`config.mk`:
```
export PLATFORM = sky130hd
export DESIGN_NAME = qpsk_frame_packer
export DESIGN_NICKNAME = d
export VERILOG_FILES = /design/src/rtl/qpsk_pkg.sv /design/src/rtl/qpsk_slot_timer.sv /design/src/rtl/qpsk_frame_packer.sv
export SDC_FILE = /design/constraint.sdc
export NUM_CORES = 1
export LEC_CHECK = 0
export ABC_CLOCK_PERIOD_IN_PS = 3440
export BUFFER_PORTS_ARGS = -buffer_cell sky130_fd_sc_hd__buf_4
export CAP_MARGIN = 30
export CORE_MARGIN = 5
export CORE_UTILIZATION = 45
export DETAILED_ROUTE_END_ITERATION = 6
export GPL_TIMING_DRIVEN = 0
export PLACE_DENSITY = 0.63
export SYNTH_ARGS = -nofsm -noshare
export SYNTH_HDL_FRONTEND = slang
export SYNTH_SLANG_ARGS = --single-unit
```
`constraint.sdc`:
```
create_clock -name clk -period 3.44 [get_ports clk]
set_input_delay 0.172 -clock clk [delete_from_list [all_inputs] [get_ports clk]]
set_output_delay 0.172 -clock clk [all_outputs]
set_load 0.05 [all_outputs]
```
`src/rtl/qpsk_pkg.sv`:
```
// Shared constants for the QPSK datapath: frame geometry and the packer's
// frame-path state encoding.
package qpsk_pkg;
    localparam int FRAME_W         = 40;
    localparam int BYTE_W          = 8;
    localparam int BYTES_PER_FRAME = 5;
    localparam int BYTE_CNT_W      = $clog2(BYTES_PER_FRAME);

    typedef enum logic {
        FILLING = 1'b0,
        FULL    = 1'b1
    } frame_state_e;
endpackage

```
`src/rtl/qpsk_slot_timer.sv`:
```
// Free-running frame-slot counter; tick marks the last cycle of every slot.
module qpsk_slot_timer #(
    parameter int FRAME_CYCLES = 2000
) (
    input  logic clk,
    input  logic rst,
    output logic tick
);
    localparam int CNT_W = $clog2(FRAME_CYCLES);
    localparam logic [CNT_W-1:0] LAST = CNT_W'(FRAME_CYCLES - 1);

    logic [CNT_W-1:0] slot_cnt_q;
    logic [CNT_W-1:0] slot_cnt_d;

    always_comb begin
        slot_cnt_d = slot_cnt_q + 1'b1;
        if (slot_cnt_q == LAST) begin
            slot_cnt_d = '0;
        end
    end

    always_ff @(posedge clk) begin
        if (rst) begin
            slot_cnt_q <= '0;
        end else begin
            slot_cnt_q <= slot_cnt_d;
        end
    end

    assign tick = (slot_cnt_q == LAST);
endmodule

```
`src/rtl/qpsk_frame_packer.sv`:
```
// Packs a handshaked byte stream MSB-first into 40-bit frames and presents
// them to the modulator on a fixed slot grid, filling empty slots with IDLE_WORD.
module qpsk_frame_packer
    import qpsk_pkg::*;
#(
    parameter int                 FRAME_CYCLES = 2000,
    parameter logic [FRAME_W-1:0] IDLE_WORD    = '0
) (
    input  logic               clk,
    input  logic               rst,
    input  logic [BYTE_W-1:0]  byte_in,
    input  logic               byte_valid,
    output logic               byte_ready,
    output logic [FRAME_W-1:0] para_out,
    output logic               frame_start,
    output logic               idle_ins
);
    localparam logic [BYTE_CNT_W-1:0] LAST_BYTE = BYTE_CNT_W'(BYTES_PER_FRAME - 1);

    frame_state_e           state_q;
    logic [BYTE_CNT_W-1:0]  byte_cnt_q;
    logic [BYTE_W-1:0]      lane_q [BYTES_PER_FRAME];
    logic [FRAME_W-1:0]     asm_w;
    logic [FRAME_W-1:0]     para_q;
    logic                   frame_start_q;
    logic                   idle_ins_q;
    logic                   tick;
    logic                   accept;

    qpsk_slot_timer #(
        .FRAME_CYCLES(FRAME_CYCLES)
    ) u_slot_timer (
        .clk (clk),
        .rst (rst),
        .tick(tick)
    );

    assign byte_ready = (state_q == FILLING) && !rst;
    assign accept     = byte_valid && byte_ready;

    // Lane 0 is the first byte of a frame and lands in the top bits.
    for (genvar gi = 0; gi < BYTES_PER_FRAME; gi++) begin : g_lane
        always_ff @(posedge clk) begin
            if (rst) begin
                lane_q[gi] <= '0;
            end else if (accept && byte_cnt_q == BYTE_CNT_W'(gi)) begin
                lane_q[gi] <= byte_in;
            end
        end
        assign asm_w[FRAME_W-1-BYTE_W*gi -: BYTE_W] = lane_q[gi];
    end

    // The boundary load looks at the pre-edge state, so a frame completed on
    // the tick cycle itself waits for the next boundary.
    always_ff @(posedge clk) begin
        if (rst) begin
            state_q       <= FILLING;
            byte_cnt_q    <= '0;
            para_q        <= IDLE_WORD;
            frame_start_q <= 1'b0;
            idle_ins_q    <= 1'b0;
        end else begin
            frame_start_q <= tick;
            idle_ins_q    <= 1'b0;
            if (tick) begin
                if (state_q == FULL) begin
                    para_q <= asm_w;
                end else begin
                    para_q     <= IDLE_WORD;
                    idle_ins_q <= 1'b1;
                end
            end
            case (state_q)
                FILLING: begin
                    if (accept) begin
                        if (byte_cnt_q == LAST_BYTE) begin
                            byte_cnt_q <= '0;
                            state_q    <= FULL;
                        end else begin
                            byte_cnt_q <= byte_cnt_q + 1'b1;
                        end
                    end
                end
                FULL: begin
                    if (tick) begin
                        state_q <= FILLING;
                    end
                end
                default: state_q <= FILLING;
            endcase
        end
    end

    assign para_out    = para_q;
    assign frame_start = frame_start_q;
    assign idle_ins    = idle_ins_q;
endmodule
```
==> impl_metrics.ini, run 1 <==
[floorplan]
die_y_um = 103
pin_count = 54
die_x_um = 103
core_area_sq_um = 8550
rows = 34
start_util_pct = 45.5
dieArea_sq_um = 10600

[placement]
dp_hpwl_um = 5550
io_buffers = 53
gp_congestion = 0.813

[sta]
fmax_ghz = 0.478
final_hold_viol_count = 0
tns_ns = 0
min_period_ns = 2.09
worst_hold_slack_ns = 0.156
drv_slew = 0
max_slew.worst_pin.slew_ns = 0.610
finalCritPeriodShare_pct = 60.9
finClkSkew_ns = 0.0100
finalSetupViolCount = 0
slew_headroom_pct = 59.3
rsz0062_at_grt = no

[worst_setup_path]
cp_max_fo = 10
critPathKind = flip-flop to flip-flop
worstSetupStartpointType = flip-flop
r2r_slack_ns = 1.35
worstPathRequired_ns = 3.48
cp-end-kind = flip-flop
critPathArrivalTime_ns = 2.14

[cts]
clk_pin_slew_worst_paths_ns = 0.09
htreeDepth = 3
cts_buffer_depth = 2
post_cts_resized = 0
postCtsSetupBuffers = 0
numCtsBuffers = 9
cts_tree = done
root_buffer = clkbuf_8
clkSinkCount = 97
postCtsHoldBufs = 0
worstSkewPairLatency_ns = 0.35

[power]
ir_drop_mv = 0.216
seq_power_share_pct = 63.0
combPwrFrac_pct = 4.3
p_sw_uw = 453
switching_share_pct = 23.0
p_clk_share_pct = 32.7
powerDensity_nw_per_um2 = 430
p_int_mw = 1.52
p_leak_nw = 1.69

[min_path]
holdCritPathClass = primary input to flip-flop

[global_route]
grt_overflow = 0
met1_usage_pct = 20.9
grtUsageMet2_pct = 23.8
grt_usage_pct = 15.3
grt_pass1_wl_um = 12400
grt_max_degree = 16
use_met3_pct = 4.26
busiest_layer = met2
grt_antenna_before_repair = 0
first_global_vias = 2574

[finish]
fillers = 798
seq_area_sq_um = 2340
syn_to_final_growth_pct = 17.9
drive_gt1_share_pct = 25.7
final_nets = 440
multi_input_area_sq_um = 1380
antenna_cells = 0

[synth]
synthTopCellsByArea = edfxtp_1 (31%), dfxtp_1 (29%), and2_1 (6.4%)
syn_inst = 359
ys_warn_count = 0
synth-seq-cells = 97
yosysSeqAreaShare_pct = 60.2
synthesis.area_sq_um = 3890
ys_types = 33
synth_top_cell_by_area = edfxtp_1
synth_fp_nets = 376
synth_top_cell_area_share_pct = 30.9
avgSynthCellArea_sq_um = 10.8

[routing]
vias = 2645
drc = 0
viasPerCell = 4.93
drt-total-wl_um = 7720
drtPass1Iterations = 4
drtAntennaViolNets = 0
drt_iter0_drc = 76
wl_per_cell_um = 14.4

[run_status]
status = completed

[run]
drv_cap = 0
[area by class of cell]
class / instances / share of cell area [%]
clock inverters: 5 / 0.709
well taps: 108 / 2.95
inverters: 5 / 0.409
repair buffers: 53 / 8.68
clock buffers: 11 / 2.86
plain buffers: 23 / 3.19
flip-flops and latches: 97 / 51.1
multi-input cells: 234 / 30.1
[power by group through the flow]
| stage | Clock [mW] | Sequential, mW | Combinational (mW) |
|---|---|---|---|
| final | 0.645 | 1.24 | 0.0845 |
| after global routing | 0.709 | 1.25 | 0.0942 |
| after CTS | 0.663 | 1.24 | 0.0858 |
| after detailed placement | 0 | 1.27 | 0.0855 |
| after global placement | 0 | 1.27 | 0.0838 |
| after floorplan | 0 | 1.27 | 0.0518 |
[kinds of logic after synthesis]
| kind of cell | share of synthesized area [%] |
|---|---|
| AOI/OAI and AO/OA | 7.43 |
| adders and majority gates | 1.93 |
| and+or+nand+nor | 24.6 |
| DFF | 60.2 |
| xor gates and xnor gates | 1.58 |
| buffers and inverters | 4.25 |
[per-stage QoR]
stage	cell area [sq um]	power [mW]	instances	util, %	setup slack (ns)
after detailed placement	4420	1.36	520	51.7	1.35
after global routing	4590	2.05	536	53.6	1.09
after floorplan	3890	1.32	359	-	1.03
after CTS	4590	1.99	536	53.6	1.33
final	4590	1.97	536	53.6	1.35
after global placement	4420	1.35	520	51.7	1.37
[placed cells by master (no fill, tap or decap), drive strengths merged, types with 2 or more instances in the layout]
master,instances
dfxtp,57
xnor2,4
nand2,47
clkinv,2
and4,2
ha,6
nand3,47
edfxtp,40
or3,3
inv,5
nor3,2
xor2,3
or2,5
and2,40
and3,4
nand4,3
buf,65
a21oi,42
clkbuf,22
nor2,15
nor3b,3
a31oi,2
clkinvlp,3
[per-layer routing]
layer / routed length (um) / up-vias / share of wire (%)
met5: 0 / - / 0
met1: 3550 / 1231 / 46
met2: 3570 / 52 / 46
met3: 508 / 7 / 6.6
met4: 84 / 0 / 1.1
li1: - / 1355 / -
[sequential cells by signal, summed over array words and instances (netlist names)]
register and count:
frame_start 1, lane_q 40, idle_ins 1, para_out 40, byte_cnt_q 3, u_slot_timer.slot_cnt_q 11, state_q 1
[final timing paths]
| kind | end | startpoint | cells after the start |
|---|---|---|---|
| hold reg to reg | para_out[22]$_SDFFE_PP0N_ | para_out[22]$_SDFFE_PP0N_ | 2 |
| setup reg to reg | lane_q[4][4]$_SDFFCE_PN0P_ | state_q$_SDFF_PP0_ | 5 |
| setup / recovery | lane_q[4][4]$_SDFFCE_PN0P_ | state_q$_SDFF_PP0_ | 5 |
| hold / removal | lane_q[1][5]$_SDFFCE_PN0P_ | byte_in[5] | 2 |
[worst max-delay path: stages, from the launching register on]
cell     delay, ns
dfxtp_1       0.30
buf_2         0.18
nor2_1        0.25
nand2_1       0.24
nor2_1        0.48
or2_2         0.33
[cell usage after synthesis]
cell type and number:
dfxtp_1 57, nand2_1 47, and2_1 40, edfxtp_1 40, nand3_1 35, a21oi_1 32, nor2_1 15, nand3_2 12
clkbuf_1 11, a21oi_2 10, ha_1 6, inv_1 5, or2_2 5, and3_1 4, buf_4 4, buf_6 4
xnor2_1 4, buf_2 3, nor3b_2 3, or3_1 3, xor2_1 3, a31oi_1 2, and4_1 2, nand4_1 2
nor3_1 2, a32oi_1 1, buf_8 1, nand2b_1 1, nand4_2 1, nor2b_1 1, o21ai_0 1, o22a_1 1
o22ai_1 1
Note: power is estimated with default switching activity, not from simulation.
==> inputs of run 2 (changes only) <==
- ABC_AREA: default -> 1
- ABC_CLOCK_PERIOD_IN_PS: 3440 -> 1750
- PLACE_DENSITY: 0.63 -> 0.65
- clock period: 3.44 -> 1.75 ns (I/O delays scaled with it)
==> impl_metrics.ini, run 2 <==
[routing]
drtPass1Iterations = 4
drc = 0
vias = 3179
drt-total-wl_um = 8690
wl_per_cell_um = 13.1
drtAntennaViolNets = 0
drt_iter0_drc = 175
viasPerCell = 4.79

[floorplan]
pin_count = 54
die_x_um = 108
core_area_sq_um = 9240
die_y_um = 108
rows = 35
dieArea_sq_um = 11600
start_util_pct = 46.3

[global_route]
first_global_vias = 3022
grt_overflow = 0
met1_usage_pct = 22.2
grt_antenna_before_repair = 0
use_met3_pct = 3.30
grt_usage_pct = 16.1
grt_max_degree = 17
grt_pass1_wl_um = 14600
busiest_layer = met2
grtUsageMet2_pct = 25.6

[cts]
clk_pin_slew_worst_paths_ns = 0.09
root_buffer = clkbuf_8
worstSkewPairLatency_ns = 0.35
clkSinkCount = 97
cts_buffer_depth = 2
htreeDepth = 3
post_cts_resized = 0
cts_tree = done
numCtsBuffers = 9

[finish]
multi_input_area_sq_um = 1510
syn_to_final_growth_pct = 18.3
final_nets = 547
antenna_cells = 0
final_cell_mix = nand2_1 (105), inv_1 (58), dfxtp_1 (57), buf_4 (56), nor2_1 (51)
drive_gt1_share_pct = 25.4
fillers = 842
utilization_pct = 54.8
seq_area_sq_um = 2340
final_common_cell = nand2_1
final_cells = 664

[synth]
avgSynthCellArea_sq_um = 9.21
synthesis.area_sq_um = 4280
synthArstFlopShare_pct = 0
synth-seq-cells = 97
syn_inst = 465
synthTopCellsByArea = edfxtp_1 (28%), dfxtp_1 (27%), nand2_1 (9.2%)
synth_enable_flop_cells = 40
synth_top_cell_area_share_pct = 28.1
ys_warn_count = 0
yosysSeqAreaShare_pct = 54.7
ys_types = 25
netlist_top_cells_count = nand2_1 (105), inv_1 (58), dfxtp_1 (57)
synth_fp_nets = 482
synthFlopType = dfxtp_1
synth_top_cell_by_area = edfxtp_1
yosysMostFrequentCell = nand2_1

[sta]
max_slew.worst_pin.slew_ns = 0.359
fin_ws_ns = 0.0973
rsz0062_at_grt = no
finalCritPeriodShare_pct = 94.4
tns_ns = 0
final_hold_viol_count = 0
drv_slew = 0
finClkSkew_ns = 0.00887
fmax_ghz = 0.605
slew_headroom_pct = 76.0
finalSetupViolCount = 0
min_period_ns = 1.65

[worst_setup_path]
critPathArrivalTime_ns = 1.67
cp_max_fo = 9
worstSetupStartpointType = flip-flop
critPathKind = flip-flop to flip-flop
worstPathRequired_ns = 1.77
cp-end-kind = flip-flop

[run]
drv_cap = 0

[power]
power_mw = 4.19
powerDensity_nw_per_um2 = 828
ir_drop_mv = 0.596
p_leak_nw = 2.48

[placement]
place_ws_ns = 0.120
dp_hpwl_um = 6420
dpl.cell_count = 647
gp_congestion = 0.800
io_buffers = 53

[run_status]
status = completed

[min_path]
holdCritPathClass = primary input to flip-flop
-- run 2: cell types whose count changed after synthesis, sizes merged, moves of 4 or more --
cell,change
nor2,+42
nand4,+37
or2,-5
nand3,+5
and3,-4
and2,-40
buf,+14
nand2,+63
clkbuf,-11
inv,+56
a21oi,-35
-- run 2: kinds of logic (layout without fill, tap and decap cells) --
kind of cell / count (synthesis) / in the layout / synth area share [%]
compound gates: 11 / 11 / 1.34
xor+xnor: 3 / 3 / 0.614
fa+ha+maj: 6 / 6 / 1.75
buf+inv: 87 / 157 / 9.94
flops: 97 / 97 / 54.7
simple gates: 261 / 261 / 31.6
-- run 2: stage by stage --
stage	cell area (sq um)	hold slack, ns
after CTS	5060	0.0677
final	5060	0.0829
after floorplan	4280	0.160
after global placement	4840	0.361
after global routing	5060	0.0742
after detailed placement	4840	0.365
-- run 2: power breakdown --
group	total, mW	switching, mW	internal, mW
logic	0.230	0.165	0.0648
registers	2.44	0.0245	2.42
clock network	1.52	0.779	0.745
-- run 2: final timing paths --
path | start | end | slack [ns] | cells after the start
worst max register to register | state_q$_SDFF_PP0_ | lane_q[1][7]$_SDFFCE_PN0P_ | 0.1 | 6
worst min-delay path | byte_valid | byte_cnt_q[1]$_SDFFE_PP0P_ | 0.08 | 3
worst max-delay path | state_q$_SDFF_PP0_ | lane_q[1][7]$_SDFFCE_PN0P_ | 0.1 | 6
worst min register to register | para_out[34]$_SDFFE_PP0N_ | para_out[34]$_SDFFE_PP0N_ | 0.46 | 2
-- run 2: cell type report --
type                    instances  area share, %
repair buffers                 54           8.05
well taps                     129           3.19
clock buffers                  10           2.94
inverters                      61           4.57
flip-flops and latches         97           46.2
plain buffers                  26           3.83
multi-input cells             281           29.9
clock inverters                 6           1.28
-- run 2: repair_timing --
action | in CTS | in global routing
setup buffers | 0 | 0
endpoints found under the hold margin | 2 | 0
hold buffers | 1 | 0
-- run 2: routing by layer --
metal	part of all wire, %	vias to the layer above
met2	47	58
met1	47	1466
met4	0.98	0
li1	-	1649
met3	5.1	6
met5	0	-
-- run 2: worst max-delay path, stage by stage, from the launching register on --
cell,delay (ns)
dfxtp_1,0.32
buf_6,0.13
nor2_4,0.13
nand2_2,0.11
inv_4,0.12
nand3_2,0.18
nand2_1,0.34
==> inputs of run 3 (changes only) <==
--- a/constraint.sdc
+++ b/constraint.sdc
@@ -3,2 +3,2 @@
 set_output_delay 0.0875 -clock clk [all_outputs]
-set_load 0.05 [all_outputs]
+set_load 0.1 [all_outputs]
==> impl_metrics.ini, run 3 (synthesis gave the netlist of run 2 again) <==
[worst_setup_path]
slowest_stage = dlygate4sd3_1
critical_path.max_stage_delay_ns = 0.54
critPathArrivalTime_ns = 1.60
critPathKind = primary input to flip-flop
cp-end-kind = flip-flop
worstSetupStartpointType = primary input
worstPathCellList = dlygate4sd3_1, buf_4, inv_2, buf_4, buf_4, nand2_2
cp_max_fo = 10
path_common_cell = buf_4
worstPathRequired_ns = 1.84

[finish]
final_cells = 664
seq_area_sq_um = 2340
multi_input_area_sq_um = 1550
drive_gt1_share_pct = 25.4
fillers = 855
final_nets = 547
syn_to_final_growth_pct = 17.7
final_cell_mix = nand2_1 (101), inv_1 (58), dfxtp_1 (57), buf_4 (56), nor2_1 (51)
utilization_pct = 54.5
final_common_cell = nand2_1
antenna_cells = 0
stdcell_area_sq_um = 5040

[cts]
clk_pin_slew_worst_paths_ns = 0.09
cts_tree = done
root_buffer = clkbuf_8
worstSkewPairLatency_ns = 0.36
cts_buffer_depth = 2
htreeDepth = 3
numCtsBuffers = 9
clkSinkCount = 97

[run_status]
status = completed

[placement]
io_buffers = 53
dpl_cell_area_sq_um = 4880
dp_hpwl_um = 6350
dpl.cell_count = 647
place_ws_ns = 0.316
gp_congestion = 0.781

[sta]
slew_headroom_pct = 80.8
final_hold_viol_count = 0
max_slew.worst_pin.slew_ns = 0.288
fmax_ghz = 0.663
finalCritPeriodShare_pct = 86.2
worst_hold_slack_ns = 0.0374
drv_slew = 0
rsz0062_at_grt = no
min_period_ns = 1.51
finalSetupViolCount = 0
fin_ws_ns = 0.241
finClkSkew_ns = 0.00963
tns_ns = 0

[global_route]
grt_antenna_before_repair = 0
first_global_vias = 3053
grt_usage_pct = 16.1
grt_pass1_wl_um = 14600
grt_max_degree = 15
grt_overflow = 0

[floorplan]
start_util_pct = 46.3
core_area_sq_um = 9240
die_x_um = 108
rows = 35
pin_count = 54
dieArea_sq_um = 11600
die_y_um = 108

[routing]
vias = 3137
drc = 0
drtAntennaViolNets = 0
wl_per_cell_um = 12.8
drt_iter0_drc = 135
viasPerCell = 4.72
drtPass1Iterations = 4
drt-total-wl_um = 8530

[power]
p_leak_nw = 2.47
power_mw = 3.94
ir_drop_mv = 0.448
powerDensity_nw_per_um2 = 782

[min_path]
holdCritPathClass = primary input to flip-flop

[run]
drv_cap = 0
-- run 3: cell count changes in the layout (fill, tap and decap cells not counted) --
cell        change
clkbuf_16       -1
nand2_4         +5
nand2_2         -1
clkinv_2        +2
clkinv_1        -1
clkinvlp_4      -3
nand2_1         -4
clkinv_4        -1
clkbuf_1        +5
bufinv_16       -1
-- run 3: layout make-up --
class	instances	share of cell area (%)
repair buffers	54	8.10
clock buffers	14	2.83
well taps	129	3.20
multi-input cells	281	30.7
inverters	61	4.59
flip-flops and latches	97	46.5
plain buffers	26	3.85
clock inverters	2	0.199
-- run 3: critical path: cells and delay by family --
kind | cells | cell delay [ns]
buf+inv | 5 | 1.32
simple gates | 1 | 0.18
-- run 3: power breakdown --
part / total [mW] / internal, mW / switching (mW)
logic: 0.243 / 0.0692 / 0.174
registers: 2.44 / 2.42 / 0.0245
clock network: 1.26 / 0.517 / 0.739
total: 3.94 / 3.00 / 0.937
-- run 3: what timing repair did --
item	4_1_cts	5_1_grt
setup endpoints to repair	0	0
hold buffers	1	0
hold endpoints to repair	2	0
buffers inserted	0	0
resized for setup	0	0
-- run 3: worst paths after layout --
path	startpoint	endpoint	slack, ns	depth (start not counted)
setup / recovery	rst	lane_q[3][5]$_SDFFCE_PN0P_	0.24	6
hold / removal	byte_valid	byte_cnt_q[1]$_SDFFE_PP0P_	0.04	3
setup reg to reg	u_slot_timer.slot_cnt_q[0]$_SDFF_PP0_	u_slot_timer.slot_cnt_q[10]$_SDFF_PP0_	0.32	6
hold reg to reg	u_slot_timer.slot_cnt_q[0]$_SDFF_PP0_	u_slot_timer.slot_cnt_q[0]$_SDFF_PP0_	0.45	1
-- run 3: per-layer routing --
metal / part of all wire (%) / wire, um / track usage (%)
met4: 1.8 / 157 / 5.77
met2: 45 / 3870 / 25.5
met5: 0 / 0 / 0
met1: 48 / 4050 / 21.4
met3: 5.2 / 444 / 4.14
